--- config.mk ---
export PLATFORM = sky130hd
export DESIGN_NAME = draw_ball_flat
export DESIGN_NICKNAME = d
export VERILOG_FILES = /design/src/rtl/vga_pkg.sv /design/src/rtl/vga_if.sv /design/src/rtl/ball_ctl.sv /design/src/rtl/draw_ball.sv /design/src/flat_wrapper.sv
export SDC_FILE = /design/constraint.sdc
export NUM_CORES = 1
export LEC_CHECK = 0
export BUFFER_PORTS_ARGS = -buffer_cell sky130_fd_sc_hd__buf_2
export CORE_MARGIN = 2
export CORE_UTILIZATION = 49
export DETAILED_ROUTE_END_ITERATION = 8
export PLACE_DENSITY = 0.67
export RECOVER_POWER = 50
export SLEW_MARGIN = 20
export SYNTH_ARGS = -nofsm -noshare
export SYNTH_HDL_FRONTEND = slang
export SYNTH_HIERARCHICAL = 1
export SYNTH_SLANG_ARGS = --single-unit
--- constraint.sdc ---
create_clock -name clk65MHz -period 5.3 [get_ports clk65MHz]
set_input_delay 0.53 -clock clk65MHz [delete_from_list [all_inputs] [get_ports clk65MHz]]
set_output_delay 0.53 -clock clk65MHz [all_outputs]
set_load 0.01 [all_outputs]
--- src/rtl/vga_pkg.sv ---
// Shared VGA playfield geometry, ball-state encoding and a row-overlap helper
// for the pong overlay stages.
package vga_pkg;

    localparam int PLAY_TOP     = 51;
    localparam int PLAY_BOTTOM  = 717;
    localparam int SCREEN_RIGHT = 1023;

    localparam logic [10:0] CENTRE_X = 11'd506;
    localparam logic [10:0] CENTRE_Y = 11'd378;

    typedef enum logic [1:0] {
        ST_IDLE,
        ST_SERVE,
        ST_MOVE,
        ST_SCORED
    } ball_state_t;

    // True when rows [ball_top, ball_top+ball_h) and [pad_top, pad_top+pad_h) intersect.
    function automatic logic rows_overlap(
        input logic [10:0] ball_top,
        input logic [10:0] pad_top,
        input int          ball_h,
        input int          pad_h
    );
        logic [12:0] b;
        logic [12:0] p;
        b = {2'b00, ball_top};
        p = {2'b00, pad_top};
        return (b < p + 13'(pad_h)) && (p < b + 13'(ball_h));
    endfunction

endpackage

--- src/rtl/vga_if.sv ---
// VGA timing bundle (counters, syncs, blanking, colour) passed between
// pipeline stages.
interface vga_if;
    logic [10:0] vcount;
    logic        vsync;
    logic        vblnk;
    logic [10:0] hcount;
    logic        hsync;
    logic        hblnk;
    logic [11:0] rgb;

    modport in  (input  vcount, vsync, vblnk, hcount, hsync, hblnk, rgb);
    modport out (output vcount, vsync, vblnk, hcount, hsync, hblnk, rgb);
endinterface

--- src/rtl/ball_ctl.sv ---
// Ball game-state controller: serve delay, per-frame motion, wall and paddle
// bounces, and one-cycle score pulses.
module ball_ctl
    import vga_pkg::*;
#(
    parameter int BALL_SIZE    = 12,
    parameter int SPEED        = 4,
    parameter int PADDLE_L_X   = 40,
    parameter int PADDLE_R_X   = 974,
    parameter int PADDLE_W     = 10,
    parameter int PADDLE_H     = 96,
    parameter int SERVE_FRAMES = 60
) (
    input  logic        clk65MHz,
    input  logic        rst,
    input  logic        game_active,
    input  logic        vblnk,
    input  logic [10:0] paddle_l_y,
    input  logic [10:0] paddle_r_y,
    output logic [10:0] ball_x,
    output logic [10:0] ball_y,
    output logic        ball_on,
    output logic        score_l,
    output logic        score_r
);

    localparam int CNT_W = $clog2(SERVE_FRAMES + 1);

    localparam logic signed [11:0] SPD    = 12'(SPEED);
    localparam logic signed [11:0] BSZ    = 12'(BALL_SIZE);
    localparam logic signed [11:0] L_FACE = 12'(PADDLE_L_X + PADDLE_W);
    localparam logic signed [11:0] R_FACE = 12'(PADDLE_R_X);
    localparam logic signed [11:0] TOP    = 12'(PLAY_TOP);
    localparam logic signed [11:0] BOT    = 12'(PLAY_BOTTOM);
    localparam logic signed [11:0] RIGHT  = 12'(SCREEN_RIGHT);

    ball_state_t      state_q, state_d;
    logic [10:0]      ball_x_q, ball_x_d;
    logic [10:0]      ball_y_q, ball_y_d;
    logic             dir_x_q, dir_x_d;     // 1 = right
    logic             dir_y_q, dir_y_d;     // 1 = down
    logic [CNT_W-1:0] cnt_q, cnt_d;
    logic             vblnk_prev_q, vblnk_prev_d;
    logic             score_l_q, score_l_d;
    logic             score_r_q, score_r_d;

    logic               tick;
    logic signed [11:0] x_s, y_s, nx, ny;
    logic               ovl_l, ovl_r, hit_l, hit_r, out_l, out_r;

    always_comb begin
        tick = vblnk & ~vblnk_prev_q;
        x_s  = signed'({1'b0, ball_x_q});
        y_s  = signed'({1'b0, ball_y_q});
        nx   = dir_x_q ? x_s + SPD : x_s - SPD;
        ny   = dir_y_q ? y_s + SPD : y_s - SPD;

        ovl_l = rows_overlap(ball_y_q, paddle_l_y, BALL_SIZE, PADDLE_H);
        ovl_r = rows_overlap(ball_y_q, paddle_r_y, BALL_SIZE, PADDLE_H);
        // A hit needs the ball to cross the paddle face this tick, not already be past it.
        hit_l = !dir_x_q && (nx < L_FACE) && (x_s >= L_FACE) && ovl_l;
        hit_r = dir_x_q && (nx + BSZ - 12'sd1 >= R_FACE) && (x_s + BSZ - 12'sd1 < R_FACE) && ovl_r;
        out_l = !dir_x_q && (x_s < SPD);
        out_r = dir_x_q && (x_s + BSZ - 12'sd1 + SPD > RIGHT);

        state_d      = state_q;
        ball_x_d     = ball_x_q;
        ball_y_d     = ball_y_q;
        dir_x_d      = dir_x_q;
        dir_y_d      = dir_y_q;
        cnt_d        = cnt_q;
        vblnk_prev_d = vblnk;
        score_l_d    = 1'b0;
        score_r_d    = 1'b0;

        if (!game_active) begin
            state_d = ST_IDLE;
        end else begin
            case (state_q)
                ST_IDLE: begin
                    state_d  = ST_SERVE;
                    ball_x_d = CENTRE_X;
                    ball_y_d = CENTRE_Y;
                    dir_x_d  = 1'b1;
                    dir_y_d  = 1'b1;
                    cnt_d    = '0;
                end
                ST_SERVE: begin
                    if (tick) begin
                        if (cnt_q == CNT_W'(SERVE_FRAMES - 1)) begin
                            state_d = ST_MOVE;
                            cnt_d   = '0;
                        end else begin
                            cnt_d = cnt_q + 1'b1;
                        end
                    end
                end
                ST_MOVE: begin
                    if (tick) begin
                        if (!hit_l && !hit_r && (out_l || out_r)) begin
                            // The serve heads toward whoever let the ball through.
                            state_d   = ST_SCORED;
                            score_r_d = out_l;
                            score_l_d = out_r;
                            dir_x_d   = out_r;
                        end else begin
                            if (hit_l) begin
                                ball_x_d = L_FACE[10:0];
                                dir_x_d  = 1'b1;
                            end else if (hit_r) begin
                                ball_x_d = 11'(PADDLE_R_X - BALL_SIZE);
                                dir_x_d  = 1'b0;
                            end else begin
                                ball_x_d = nx[10:0];
                            end
                            if (ny < TOP) begin
                                ball_y_d = TOP[10:0];
                                dir_y_d  = 1'b1;
                            end else if (ny + BSZ - 12'sd1 > BOT) begin
                                ball_y_d = 11'(PLAY_BOTTOM + 1 - BALL_SIZE);
                                dir_y_d  = 1'b0;
                            end else begin
                                ball_y_d = ny[10:0];
                            end
                        end
                    end
                end
                ST_SCORED: begin
                    state_d  = ST_SERVE;
                    ball_x_d = CENTRE_X;
                    ball_y_d = CENTRE_Y;
                    cnt_d    = '0;
                end
                default: state_d = ST_IDLE;
            endcase
        end
    end

    always_ff @(posedge clk65MHz) begin
        if (rst) begin
            state_q      <= ST_IDLE;
            ball_x_q     <= CENTRE_X;
            ball_y_q     <= CENTRE_Y;
            dir_x_q      <= 1'b1;
            dir_y_q      <= 1'b1;
            cnt_q        <= '0;
            vblnk_prev_q <= 1'b0;
            score_l_q    <= 1'b0;
            score_r_q    <= 1'b0;
        end else begin
            state_q      <= state_d;
            ball_x_q     <= ball_x_d;
            ball_y_q     <= ball_y_d;
            dir_x_q      <= dir_x_d;
            dir_y_q      <= dir_y_d;
            cnt_q        <= cnt_d;
            vblnk_prev_q <= vblnk_prev_d;
            score_l_q    <= score_l_d;
            score_r_q    <= score_r_d;
        end
    end

    assign ball_x  = ball_x_q;
    assign ball_y  = ball_y_q;
    assign ball_on = (state_q != ST_IDLE);
    assign score_l = score_l_q;
    assign score_r = score_r_q;

endmodule

--- src/rtl/draw_ball.sv ---
// Ball overlay stage: delays the VGA stream one cycle and paints the ball
// square on top of the background colour.
module draw_ball
    import vga_pkg::*;
#(
    parameter int          BALL_SIZE    = 12,
    parameter int          SPEED        = 4,
    parameter int          PADDLE_L_X   = 40,
    parameter int          PADDLE_R_X   = 974,
    parameter int          PADDLE_W     = 10,
    parameter int          PADDLE_H     = 96,
    parameter int          SERVE_FRAMES = 60,
    parameter logic [11:0] BALL_COLOR   = 12'hf_f_f
) (
    input  logic        clk65MHz,
    input  logic        rst,
    input  logic        game_active,
    input  logic [10:0] paddle_l_y,
    input  logic [10:0] paddle_r_y,
    vga_if.in           in_if,
    vga_if.out          out_if,
    output logic        score_l,
    output logic        score_r
);

    logic [10:0] ball_x, ball_y;
    logic        ball_on;

    ball_ctl #(
        .BALL_SIZE   (BALL_SIZE),
        .SPEED       (SPEED),
        .PADDLE_L_X  (PADDLE_L_X),
        .PADDLE_R_X  (PADDLE_R_X),
        .PADDLE_W    (PADDLE_W),
        .PADDLE_H    (PADDLE_H),
        .SERVE_FRAMES(SERVE_FRAMES)
    ) u_ball_ctl (
        .clk65MHz   (clk65MHz),
        .rst        (rst),
        .game_active(game_active),
        .vblnk      (in_if.vblnk),
        .paddle_l_y (paddle_l_y),
        .paddle_r_y (paddle_r_y),
        .ball_x     (ball_x),
        .ball_y     (ball_y),
        .ball_on    (ball_on),
        .score_l    (score_l),
        .score_r    (score_r)
    );

    logic [10:0] vcount_q, vcount_d;
    logic        vsync_q, vsync_d;
    logic        vblnk_q, vblnk_d;
    logic [10:0] hcount_q, hcount_d;
    logic        hsync_q, hsync_d;
    logic        hblnk_q, hblnk_d;
    logic [11:0] rgb_q, rgb_d;
    logic        in_box;

    always_comb begin
        // Extend to 12 bits so the box end cannot wrap near the screen edge.
        in_box = ball_on && !in_if.hblnk && !in_if.vblnk
              && ({1'b0, in_if.hcount} >= {1'b0, ball_x})
              && ({1'b0, in_if.hcount} <  {1'b0, ball_x} + 12'(BALL_SIZE))
              && ({1'b0, in_if.vcount} >= {1'b0, ball_y})
              && ({1'b0, in_if.vcount} <  {1'b0, ball_y} + 12'(BALL_SIZE));
        vcount_d = in_if.vcount;
        vsync_d  = in_if.vsync;
        vblnk_d  = in_if.vblnk;
        hcount_d = in_if.hcount;
        hsync_d  = in_if.hsync;
        hblnk_d  = in_if.hblnk;
        rgb_d    = in_box ? BALL_COLOR : in_if.rgb;
    end

    always_ff @(posedge clk65MHz) begin
        if (rst) begin
            vcount_q <= '0;
            vsync_q  <= 1'b0;
            vblnk_q  <= 1'b0;
            hcount_q <= '0;
            hsync_q  <= 1'b0;
            hblnk_q  <= 1'b0;
            rgb_q    <= '0;
        end else begin
            vcount_q <= vcount_d;
            vsync_q  <= vsync_d;
            vblnk_q  <= vblnk_d;
            hcount_q <= hcount_d;
            hsync_q  <= hsync_d;
            hblnk_q  <= hblnk_d;
            rgb_q    <= rgb_d;
        end
    end

    assign out_if.vcount = vcount_q;
    assign out_if.vsync  = vsync_q;
    assign out_if.vblnk  = vblnk_q;
    assign out_if.hcount = hcount_q;
    assign out_if.hsync  = hsync_q;
    assign out_if.hblnk  = hblnk_q;
    assign out_if.rgb    = rgb_q;

endmodule

--- src/flat_wrapper.sv ---
// flat-port wrapper written by rule: the top's interface ports become plain ports
module draw_ball_flat import vga_pkg::*;
#(
    parameter int          BALL_SIZE    = 12,
    parameter int          SPEED        = 4,
    parameter int          PADDLE_L_X   = 40,
    parameter int          PADDLE_R_X   = 974,
    parameter int          PADDLE_W     = 10,
    parameter int          PADDLE_H     = 96,
    parameter int          SERVE_FRAMES = 60,
    parameter logic [11:0] BALL_COLOR   = 12'hf_f_f
)
  (clk65MHz, rst, game_active, paddle_l_y, paddle_r_y, score_l, score_r, in_if_vcount, in_if_vsync, in_if_vblnk, in_if_hcount, in_if_hsync, in_if_hblnk, in_if_rgb, out_if_vcount, out_if_vsync, out_if_vblnk, out_if_hcount, out_if_hsync, out_if_hblnk, out_if_rgb);
  vga_if in_if_i ();
  vga_if out_if_i ();
  input  logic clk65MHz;
  input  logic rst;
  input  logic game_active;
  input  logic [10:0] paddle_l_y;
  input  logic [10:0] paddle_r_y;
  output logic score_l;
  output logic score_r;
  input wire logic [$bits(in_if_i.vcount)-1:0] in_if_vcount;
  input wire logic [$bits(in_if_i.vsync)-1:0] in_if_vsync;
  input wire logic [$bits(in_if_i.vblnk)-1:0] in_if_vblnk;
  input wire logic [$bits(in_if_i.hcount)-1:0] in_if_hcount;
  input wire logic [$bits(in_if_i.hsync)-1:0] in_if_hsync;
  input wire logic [$bits(in_if_i.hblnk)-1:0] in_if_hblnk;
  input wire logic [$bits(in_if_i.rgb)-1:0] in_if_rgb;
  output wire logic [$bits(out_if_i.vcount)-1:0] out_if_vcount;
  output wire logic [$bits(out_if_i.vsync)-1:0] out_if_vsync;
  output wire logic [$bits(out_if_i.vblnk)-1:0] out_if_vblnk;
  output wire logic [$bits(out_if_i.hcount)-1:0] out_if_hcount;
  output wire logic [$bits(out_if_i.hsync)-1:0] out_if_hsync;
  output wire logic [$bits(out_if_i.hblnk)-1:0] out_if_hblnk;
  output wire logic [$bits(out_if_i.rgb)-1:0] out_if_rgb;
  assign in_if_i.vcount = in_if_vcount;
  assign in_if_i.vsync = in_if_vsync;
  assign in_if_i.vblnk = in_if_vblnk;
  assign in_if_i.hcount = in_if_hcount;
  assign in_if_i.hsync = in_if_hsync;
  assign in_if_i.hblnk = in_if_hblnk;
  assign in_if_i.rgb = in_if_rgb;
  assign out_if_vcount = out_if_i.vcount;
  assign out_if_vsync = out_if_i.vsync;
  assign out_if_vblnk = out_if_i.vblnk;
  assign out_if_hcount = out_if_i.hcount;
  assign out_if_hsync = out_if_i.hsync;
  assign out_if_hblnk = out_if_i.hblnk;
  assign out_if_rgb = out_if_i.rgb;
  draw_ball #(.BALL_SIZE(BALL_SIZE), .SPEED(SPEED), .PADDLE_L_X(PADDLE_L_X), .PADDLE_R_X(PADDLE_R_X), .PADDLE_W(PADDLE_W), .PADDLE_H(PADDLE_H), .SERVE_FRAMES(SERVE_FRAMES), .BALL_COLOR(BALL_COLOR)) u_core (.clk65MHz(clk65MHz), .rst(rst), .game_active(game_active), .paddle_l_y(paddle_l_y), .paddle_r_y(paddle_r_y), .in_if(in_if_i), .out_if(out_if_i), .score_l(score_l), .score_r(score_r));
endmodule
==> flow_summary.html, run 1 <==
<table>
<tr><th>Metric</th><th>Value</th></tr>
<tr><th colspan="2">Clock network</th></tr>
<tr><td>Post-CTS Setup Repair Bufs</td><td>0</td></tr>
<tr><td>Master cell of the clock root buffer</td><td>clkbuf_16</td></tr>
<tr><td>Post-CTS sizing</td><td>0</td></tr>
<tr><td>TritonCTS clock tree</td><td>built</td></tr>
<tr><td>Inserted Clock Buffers</td><td>9</td></tr>
<tr><td>H-tree Lvls</td><td>3</td></tr>
<tr><td>Number of buffers inserted for hold repair after clock tree synthesis</td><td>0</td></tr>
<tr><td>Sinks on Clock Net</td><td>72</td></tr>
<tr><td>Deepest clock path buffer count</td><td>2</td></tr>
<tr><td>Clock edge transition at the registers on the reported setup and hold paths</td><td>roughly 50 ps</td></tr>
<tr><td>Clock latency on the worst-skew pair</td><td>between 300 and 400 ps</td></tr>
<tr><th colspan="2">Finish</th></tr>
<tr><td>Count of fill cells added during filler insertion</td><td>1294</td></tr>
<tr><td>Final core area utilization</td><td>0.569</td></tr>
<tr><td>Combined area of the multi-input logic cells</td><td>5100 um2</td></tr>
<tr><td>Ratio of cells with drive above 1 in the final layout</td><td>0.167</td></tr>
<tr><td>Post-layout net count</td><td>approximately 1.1k</td></tr>
<tr><td>Diode insertion count for antenna repair</td><td>0</td></tr>
<tr><td>Post-layout instance area</td><td>~7900 um2</td></tr>
<tr><td>Final Non-Filler Cells</td><td>1094</td></tr>
<tr><td>Sequential cell area</td><td>1440 um2</td></tr>
<tr><td>Most frequent standard cell in the layout excluding fill and tap cells</td><td>ha_1</td></tr>
<tr><td>P&amp;R area growth vs syn</td><td>13.8%</td></tr>
<tr><td>Commonest non-fill, non-tap cells in the layout</td><td>107 x ha_1, 73 x buf_2, 72 x dfxtp_1</td></tr>
<tr><th colspan="2">Drt</th></tr>
<tr><td>Average detailed-routed wire length per instance</td><td>15.6 um</td></tr>
<tr><td>Routed via count divided by cell count</td><td>5.72</td></tr>
<tr><td>Post-DRT Antenna Nets</td><td>0</td></tr>
<tr><td>DRT Pass-1 Iters</td><td>5</td></tr>
<tr><td>DR vias</td><td>6263</td></tr>
<tr><td>Final routed DRC violation total</td><td>0</td></tr>
<tr><td>Detailed-route wire length</td><td>between 15000 and 20000 um</td></tr>
<tr><td>Number of design-rule violations left by the first detailed-router iteration</td><td>about 400</td></tr>
<tr><th colspan="2">Timing</th></tr>
<tr><td>Max-slew violation count</td><td>52</td></tr>
<tr><td>Clk_skew</td><td>3.47 ps</td></tr>
<tr><td>Hold slack final</td><td>around 400 ps</td></tr>
<tr><td>Final WS setup</td><td>1460 ps</td></tr>
<tr><td>Final hold violations</td><td>0</td></tr>
<tr><td>Highest clock frequency the design can meet</td><td>0.261 GHz</td></tr>
<tr><td>Worst-Margin Slew</td><td>2220 ps</td></tr>
<tr><td>Relative slew slack</td><td>-0.483</td></tr>
<tr><td>Setup TNS</td><td>0 ps</td></tr>
<tr><td>Unrepaired setup endpoints after global routing</td><td>false</td></tr>
<tr><td>Clock period minus final worst setup slack</td><td>3840 ps</td></tr>
<tr><td>Finish-stage setup viols</td><td>0</td></tr>
<tr><td>Post-route fraction of the period consumed by the critical path</td><td>0.724</td></tr>
<tr><th colspan="2">Worst setup path</th></tr>
<tr><td>Delay of the slowest cell on the worst path</td><td>~730 ps</td></tr>
<tr><td>Req. time, crit path</td><td>5510 ps</td></tr>
<tr><td>Buf+Inv Stages, Crit Path</td><td>1</td></tr>
<tr><td>Data arrival, critical path</td><td>4050 ps</td></tr>
<tr><td>Kind of critical path</td><td>reg -&gt; reg</td></tr>
<tr><td>Max FO, Critical Path</td><td>20</td></tr>
<tr><td>Launching element type of the critical path</td><td>flop</td></tr>
<tr><td>Library cell contributing the largest single delay on the critical path</td><td>dfxtp_1</td></tr>
<tr><td>Crit. End Element</td><td>flop</td></tr>
<tr><td>CP Cell Sequence</td><td>inv_1 &gt; fa_1 &gt; nor2b_1 &gt; o21ai_0 &gt; a21oi_1 &gt; and4_1 &gt; xnor2_1 &gt; nor3_2 &gt; o41ai_4 &gt; a31oi_1 &gt; or3_1</td></tr>
<tr><td>Cell family with most CP delay</td><td>compound AO/OA/AOI/OAI gates</td></tr>
<tr><th colspan="2">Pwr</th></tr>
<tr><td>Post-layout total power</td><td>between 1 and 1.5 mW</td></tr>
<tr><td>P_leak</td><td>3.60 nW</td></tr>
<tr><td>Power density cells</td><td>190 nW/um2</td></tr>
<tr><td>Peak supply drop</td><td>~0.16 mV</td></tr>
<tr><th colspan="2">Place</th></tr>
<tr><td>Sum of net half-perimeters after detailed placement</td><td>between 10000 and 15000 um</td></tr>
<tr><td>Worst-case setup slack after placement</td><td>about 1500 ps</td></tr>
<tr><td>RD Place Congestion</td><td>0.910</td></tr>
<tr><td>Number of cells in the design after placement</td><td>1077</td></tr>
<tr><td>Port bufs</td><td>102</td></tr>
<tr><td>Post-Place Cell Area</td><td>7550 um2</td></tr>
<tr><th colspan="2">Synth</th></tr>
<tr><td>Share of flip-flops with an asynchronous set or reset</td><td>0</td></tr>
<tr><td>Number of register bits inferred by synthesis</td><td>72</td></tr>
<tr><td>Post-synthesis net count</td><td>986</td></tr>
<tr><td>Count of mapped cells out of synthesis</td><td>between 800 and 900</td></tr>
<tr><td>Cell variety after synth</td><td>90</td></tr>
<tr><td>Mean instance size in the synthesized netlist</td><td>8.49 um2</td></tr>
<tr><td>Syn. warnings</td><td>6</td></tr>
<tr><td>Synthesized cell area</td><td>approximately 7000 um2</td></tr>
<tr><td>Count of flip-flops with a built-in enable after synthesis</td><td>0</td></tr>
<tr><td>Primary flip-flop cell chosen by synthesis mapping</td><td>dfxtp_1</td></tr>
<tr><td>Portion of the post-synthesis area used by sequential elements</td><td>0.208</td></tr>
<tr><th colspan="2">Die</th></tr>
<tr><td>Die area</td><td>~15000 um2</td></tr>
<tr><td>Number of placement rows</td><td>43</td></tr>
<tr><td>Die height</td><td>~120 um</td></tr>
<tr><td>Effective utilization at floorplan</td><td>0.500</td></tr>
<tr><td>Top-level I/O count</td><td>between 100 and 150</td></tr>
<tr><td>Core area</td><td>13800 um2</td></tr>
<tr><td>Die outline width</td><td>123 um</td></tr>
<tr><th colspan="2">GRT</th></tr>
<tr><td>GRT Residual Overflow</td><td>0</td></tr>
<tr><td>Initial antenna violation count</td><td>0</td></tr>
<tr><td>Via count of the first global-routing pass</td><td>5468</td></tr>
<tr><td>Largest net degree at the start of global routing</td><td>52</td></tr>
<tr><td>Total global-route track usage</td><td>0.225</td></tr>
<tr><td>First-pass GRT wire length</td><td>27000 um</td></tr>
<tr><th colspan="2">Outcome</th></tr>
<tr><td>Violated checks</td><td>capacitance limit, slew limit</td></tr>
<tr><td>Status</td><td>finished, violations left</td></tr>
<tr><th colspan="2">Job</th></tr>
<tr><td>MaxCap Viol Count</td><td>1</td></tr>
<tr><th colspan="2">Worst hold path</th></tr>
<tr><td>Min-Delay Path Class</td><td>in -&gt; reg</td></tr>
</table>
==> flip-flops by register name, indices dropped and copies added (netlist names) <==
signal / count
u_core/u_ball_ctl/dir_y_q: 1
u_core/u_ball_ctl/score_r: 1
u_core/out_if.rgb: 12
u_core/u_ball_ctl/score_l: 1
u_core/u_ball_ctl/ball_x: 10
u_core/u_ball_ctl/dir_x_q: 1
u_core/u_ball_ctl/state_q: 2
u_core/out_if.hsync: 1
u_core/out_if.vcount: 11
u_core/out_if.vblnk: 1
u_core/u_ball_ctl/cnt_q: 6
u_core/u_ball_ctl/vblnk_prev_q: 1
u_core/out_if.hblnk: 1
u_core/out_if.hcount: 11
u_core/u_ball_ctl/ball_y: 11
u_core/out_if.vsync: 1
==> final timing paths <==
| kind | from | to | slack (ps) | depth (start not counted) |
|---|---|---|---|---|
| worst max-delay path | u_core/u_ball_ctl/ball_y[2]$_SDFFE_PP0P_ | u_core/u_ball_ctl/ball_y[1]$_SDFFE_PP1P_ | 1460 | 11 |
| worst min-delay path | in_if_rgb[11] | u_core/out_if.rgb[11]$_SDFF_PP0_ | 400 | 3 |
| worst max register to register | u_core/u_ball_ctl/ball_y[2]$_SDFFE_PP0P_ | u_core/u_ball_ctl/ball_y[1]$_SDFFE_PP1P_ | 1460 | 11 |
| worst min register to register | u_core/u_ball_ctl/cnt_q[1]$_SDFFE_PP0P_ | u_core/u_ball_ctl/cnt_q[1]$_SDFFE_PP0P_ | 490 | 2 |
==> routing by layer <==
metal  wire [um]  vias up  global-route usage
li1            -     3186                   -
met1        8030     2875               0.303
met2        7660      189               0.368
met3        1210       13              0.0455
met4         170        0              0.0575
met5           0        -                   0
==> final cells by class <==
cell class,count,share of cell area
clock buffers,11,0.0321
clock inverters,5,0.0130
inverters,63,0.0300
multi-input cells,656,0.649
flip-flops and latches,72,0.183
well taps,180,0.0286
repair buffers,107,0.0645
==> worst min-delay path, stage by stage <==
cell,delay [ps]
buf_2,80
nand2b_1,50
o41ai_1,50
==> cell usage after synthesis (17+ instances only) <==
cell type | number | area (um2)
a21oi_1 | 39 | 195
xnor2_1 | 28 | 245
dfxtp_1 | 72 | 1440
nand3_1 | 24 | 120
o21ai_0 | 41 | 205
nand2_1 | 44 | 165
ha_1 | 107 | 1340
nor3_1 | 18 | 90.1
inv_1 | 59 | 221
xor2_1 | 17 | 149
nor2b_1 | 37 | 231
nor2_1 | 49 | 184
a21o_1 | 17 | 128
==> logic make-up (layout without fill, tap and decap cells) <==
kind of cell    after synthesis  after routing  synth area share
compound gates              223            223             0.245
mux                           6              6           0.00904
xor+xnor                     48             48            0.0640
other cells                   1              1          0.000542
fa+ha+maj                   108            108             0.196
buf+inv                      87            186            0.0548
simple gates                270            270             0.222
flops                        72             72             0.208
==> power breakdown <==
part | switching, mW | total [mW] | internal (mW)
sequential | 0.00510 | 0.564 | 0.559
combinational | 0.121 | 0.212 | 0.0912
clock | 0.234 | 0.719 | 0.484
No activity file was read; power rests on OpenSTA's default activity.
==> run 2: changes to the inputs <==
clock period = 3.7 ns   (was 5.3 ns; I/O delays follow)
==> run 2 against run 1 <==
  * Register-to-register slack worse by 1300 ps
  * First-iteration DRC count up 4.8%
  * Largest cell class unchanged
  * Routed wire length up 1.9%
  * Utilization up 0.82 points
  * Hold slack worse by 160 ps
  * The flow now finishes without violations
  * Critical path depth unchanged
  * Design area up 1.4%
  * Sequential power up 43%
==> flow_summary.html, run 2 (same netlist as run 1, synthesis figures left out) <==
<table>
<tr><th>Metric</th><th>Value</th></tr>
<tr><th colspan="2">Pwr</th></tr>
<tr><td>P_leak</td><td>3.67 nW (was 3.60 nW)</td></tr>
<tr><td>Peak supply drop</td><td>0.199 mV (was 0.163 mV)</td></tr>
<tr><td>Post-layout total power</td><td>2.05 mW (was 1.49 mW)</td></tr>
<tr><td>Power density cells</td><td>257 nW/um2 (was 190 nW/um2)</td></tr>
<tr><th colspan="2">Timing</th></tr>
<tr><td>Unrepaired setup endpoints after global routing</td><td>false (unchanged)</td></tr>
<tr><td>Final hold violations</td><td>0 (unchanged)</td></tr>
<tr><td>Hold slack final</td><td>241 ps (was 403 ps)</td></tr>
<tr><td>Relative slew slack</td><td>0.507 (was -0.483)</td></tr>
<tr><td>Final WS setup</td><td>198 ps (was 1460 ps)</td></tr>
<tr><td>Clk_skew</td><td>7.72 ps (was 3.47 ps)</td></tr>
<tr><td>Highest clock frequency the design can meet</td><td>0.286 GHz (was 0.261 GHz)</td></tr>
<tr><td>Clock period minus final worst setup slack</td><td>3500 ps (was 3840 ps)</td></tr>
<tr><td>Max-slew violation count</td><td>0 (was 52)</td></tr>
<tr><td>Finish-stage setup viols</td><td>0 (unchanged)</td></tr>
<tr><td>Setup TNS</td><td>0 ps (unchanged)</td></tr>
<tr><td>Worst-Margin Slew</td><td>738 ps (was 2220 ps)</td></tr>
<tr><td>Post-route fraction of the period consumed by the critical path</td><td>0.946 (was 0.724)</td></tr>
<tr><th colspan="2">Job</th></tr>
<tr><td>MaxCap Viol Count</td><td>0 (was 1)</td></tr>
<tr><th colspan="2">Worst setup path</th></tr>
<tr><td>Delay of the slowest cell on the worst path</td><td>480 ps (was 730 ps)</td></tr>
<tr><td>Max FO, Critical Path</td><td>9 (was 20)</td></tr>
<tr><td>Data arrival, critical path</td><td>3720 ps (was 4050 ps)</td></tr>
<tr><td>Launching element type of the critical path</td><td>flop (unchanged)</td></tr>
<tr><td>CP Cell Sequence</td><td>inv_1 &gt; ha_1 &gt; a21oi_1 &gt; o21bai_1 &gt; xor2_1 &gt; and4_1 &gt; xnor2_1 &gt; nor3_2 &gt; o41ai_4 &gt; a31oi_1 &gt; or3_1 (was inv_1 &gt; fa_1 &gt; nor2b_1 &gt; o21ai_0 &gt; a21oi_1 &gt; and4_1 &gt; xnor2_1 &gt; nor3_2 &gt; o41ai_4 &gt; a31oi_1 &gt; or3_1)</td></tr>
<tr><td>Crit. End Element</td><td>flop (unchanged)</td></tr>
<tr><td>Library cell contributing the largest single delay on the critical path</td><td>o41ai_4 (was dfxtp_1)</td></tr>
<tr><td>Req. time, crit path</td><td>3920 ps (was 5510 ps)</td></tr>
<tr><td>Kind of critical path</td><td>reg -&gt; reg (unchanged)</td></tr>
<tr><th colspan="2">GRT</th></tr>
<tr><td>Initial antenna violation count</td><td>0 (unchanged)</td></tr>
<tr><td>GRT Residual Overflow</td><td>0 (unchanged)</td></tr>
<tr><td>Largest net degree at the start of global routing</td><td>51 (was 52)</td></tr>
<tr><td>Via count of the first global-routing pass</td><td>5828 (was 5468)</td></tr>
<tr><td>Total global-route track usage</td><td>0.239 (was 0.225)</td></tr>
<tr><td>First-pass GRT wire length</td><td>28800 um (was 27000 um)</td></tr>
<tr><th colspan="2">Drt</th></tr>
<tr><td>DRT Pass-1 Iters</td><td>5 (unchanged)</td></tr>
<tr><td>Number of design-rule violations left by the first detailed-router iteration</td><td>416 (was 397)</td></tr>
<tr><td>Post-DRT Antenna Nets</td><td>0 (unchanged)</td></tr>
<tr><td>DR vias</td><td>6369 (was 6263)</td></tr>
<tr><td>Final routed DRC violation total</td><td>0 (unchanged)</td></tr>
<tr><td>Average detailed-routed wire length per instance</td><td>15.6 um (about the same)</td></tr>
<tr><td>Detailed-route wire length</td><td>17400 um (was 17100 um)</td></tr>
<tr><td>Routed via count divided by cell count</td><td>5.73 (was 5.72)</td></tr>
<tr><th colspan="2">Finish</th></tr>
<tr><td>Flip-flop count of the largest register after layout</td><td>12 (unchanged)</td></tr>
<tr><td>Post-layout instance area</td><td>7990 um2 (was 7870 um2)</td></tr>
<tr><td>Post-layout net count</td><td>1098 (was 1080)</td></tr>
<tr><td>Commonest non-fill, non-tap cells in the layout</td><td>107 x ha_1, 73 x buf_2, 72 x dfxtp_1 (unchanged)</td></tr>
<tr><td>Diode insertion count for antenna repair</td><td>0 (unchanged)</td></tr>
<tr><td>Most frequent standard cell in the layout excluding fill and tap cells</td><td>ha_1 (unchanged)</td></tr>
<tr><td>P&amp;R area growth vs syn</td><td>15.4% (was 13.8%)</td></tr>
<tr><td>Ratio of cells with drive above 1 in the final layout</td><td>0.185 (was 0.167)</td></tr>
<tr><td>Final core area utilization</td><td>0.578 (was 0.569)</td></tr>
<tr><td>Final Non-Filler Cells</td><td>1112 (was 1094)</td></tr>
<tr><th colspan="2">Place</th></tr>
<tr><td>Worst-case setup slack after placement</td><td>303 ps (was 1550 ps)</td></tr>
<tr><td>Post-Place Cell Area</td><td>7690 um2 (was 7550 um2)</td></tr>
<tr><td>Sum of net half-perimeters after detailed placement</td><td>13600 um (was 13100 um)</td></tr>
<tr><td>Port bufs</td><td>102 (unchanged)</td></tr>
<tr><td>Number of cells in the design after placement</td><td>1096 (was 1077)</td></tr>
<tr><td>RD Place Congestion</td><td>0.902 (was 0.910)</td></tr>
<tr><th colspan="2">Clock network</th></tr>
<tr><td>Master cell of the clock root buffer</td><td>clkbuf_16 (unchanged)</td></tr>
<tr><td>Clock latency on the worst-skew pair</td><td>340 ps (was 330 ps)</td></tr>
<tr><td>Clock edge transition at the registers on the reported setup and hold paths</td><td>60 ps (was 50 ps)</td></tr>
<tr><td>Inserted Clock Buffers</td><td>9 (unchanged)</td></tr>
<tr><td>TritonCTS clock tree</td><td>built (unchanged)</td></tr>
<tr><td>Number of buffers inserted for hold repair after clock tree synthesis</td><td>0 (unchanged)</td></tr>
<tr><td>Sinks on Clock Net</td><td>72 (unchanged)</td></tr>
<tr><td>H-tree Lvls</td><td>3 (unchanged)</td></tr>
<tr><td>Deepest clock path buffer count</td><td>2 (unchanged)</td></tr>
<tr><th colspan="2">Die</th></tr>
<tr><td>Core area</td><td>13800 um2 (unchanged)</td></tr>
<tr><td>Top-level I/O count</td><td>103 (unchanged)</td></tr>
<tr><td>Die area</td><td>15100 um2 (unchanged)</td></tr>
<tr><td>Effective utilization at floorplan</td><td>0.500 (unchanged)</td></tr>
<tr><td>Die height</td><td>123 um (unchanged)</td></tr>
<tr><td>Number of placement rows</td><td>43 (unchanged)</td></tr>
<tr><td>Die outline width</td><td>123 um (unchanged)</td></tr>
<tr><th colspan="2">Outcome</th></tr>
<tr><td>Status</td><td>finished, final reports clean (was finished, violations left)</td></tr>
<tr><th colspan="2">Worst hold path</th></tr>
<tr><td>Min-Delay Path Class</td><td>in -&gt; reg (unchanged)</td></tr>
</table>
## run 2: changes by cell type in the layout (fill, tap and decap cells not counted), sizes merged
cell	change
clkinv	+1
bufinv	-1
clkinvlp	+2
buf	+19
clkbuf	-3
## run 2: path summary, 6_finish.rpt
| check | from | end | slack, ps | depth (start not counted) |
|---|---|---|---|---|
| max | u_core/u_ball_ctl/dir_y_q$_SDFFE_PP1P_ | u_core/u_ball_ctl/ball_y[1]$_SDFFE_PP1P_ | 200 | 11 |
| max reg2reg | u_core/u_ball_ctl/dir_y_q$_SDFFE_PP1P_ | u_core/u_ball_ctl/ball_y[1]$_SDFFE_PP1P_ | 200 | 11 |
| min | in_if_rgb[0] | u_core/out_if.rgb[0]$_SDFF_PP0_ | 240 | 3 |
| min reg2reg | u_core/u_ball_ctl/cnt_q[1]$_SDFFE_PP0P_ | u_core/u_ball_ctl/cnt_q[1]$_SDFFE_PP0P_ | 490 | 2 |
## run 2: per-layer routing
layer / global-route usage / vias to the layer above / share of wire
met4: 0.0582 / 0 / 0.011
li1: - / 3235 / -
met1: 0.338 / 2916 / 0.49
met2: 0.372 / 198 / 0.44
met3: 0.0469 / 20 / 0.064
met5: 0 / - / 0
## run 2: critical path: cells and delay by family, from the launching register on
family	cells	cell delay, ps
AO/OA/AOI/OAI	4	990
XOR/XNOR	2	590
adder cells (fa/ha/maj)	1	380
buffers and inverters	1	230
flip-flops	1	450
AND/OR/NAND/NOR	3	740
## run 2: report_power, final
group | switching, mW | internal, mW | total, mW
clock network | 0.348 | 0.590 | 0.938
logic | 0.175 | 0.132 | 0.308
registers | 0.00751 | 0.800 | 0.808
total | 0.531 | 1.52 | 2.05
## run 2: cell type report
type                            count  area (um2)
Fill cell                        1298        5840
Multi-Input combinational cell    656        5110
Sequential cell                    72        1440
Timing Repair Buffer              125         647
Inverter                           63         236
Clock buffer                        9         225
Tap cell                          180         225
Clock inverter                      7        96.3
## run 2: timing repair
action / 4_1_cts / 5_1_grt
gates resized for setup: 0 / 1
buffers inserted: 0 / 0
hold endpoints to repair: 0 / 0
setup endpoints to repair: 0 / 1
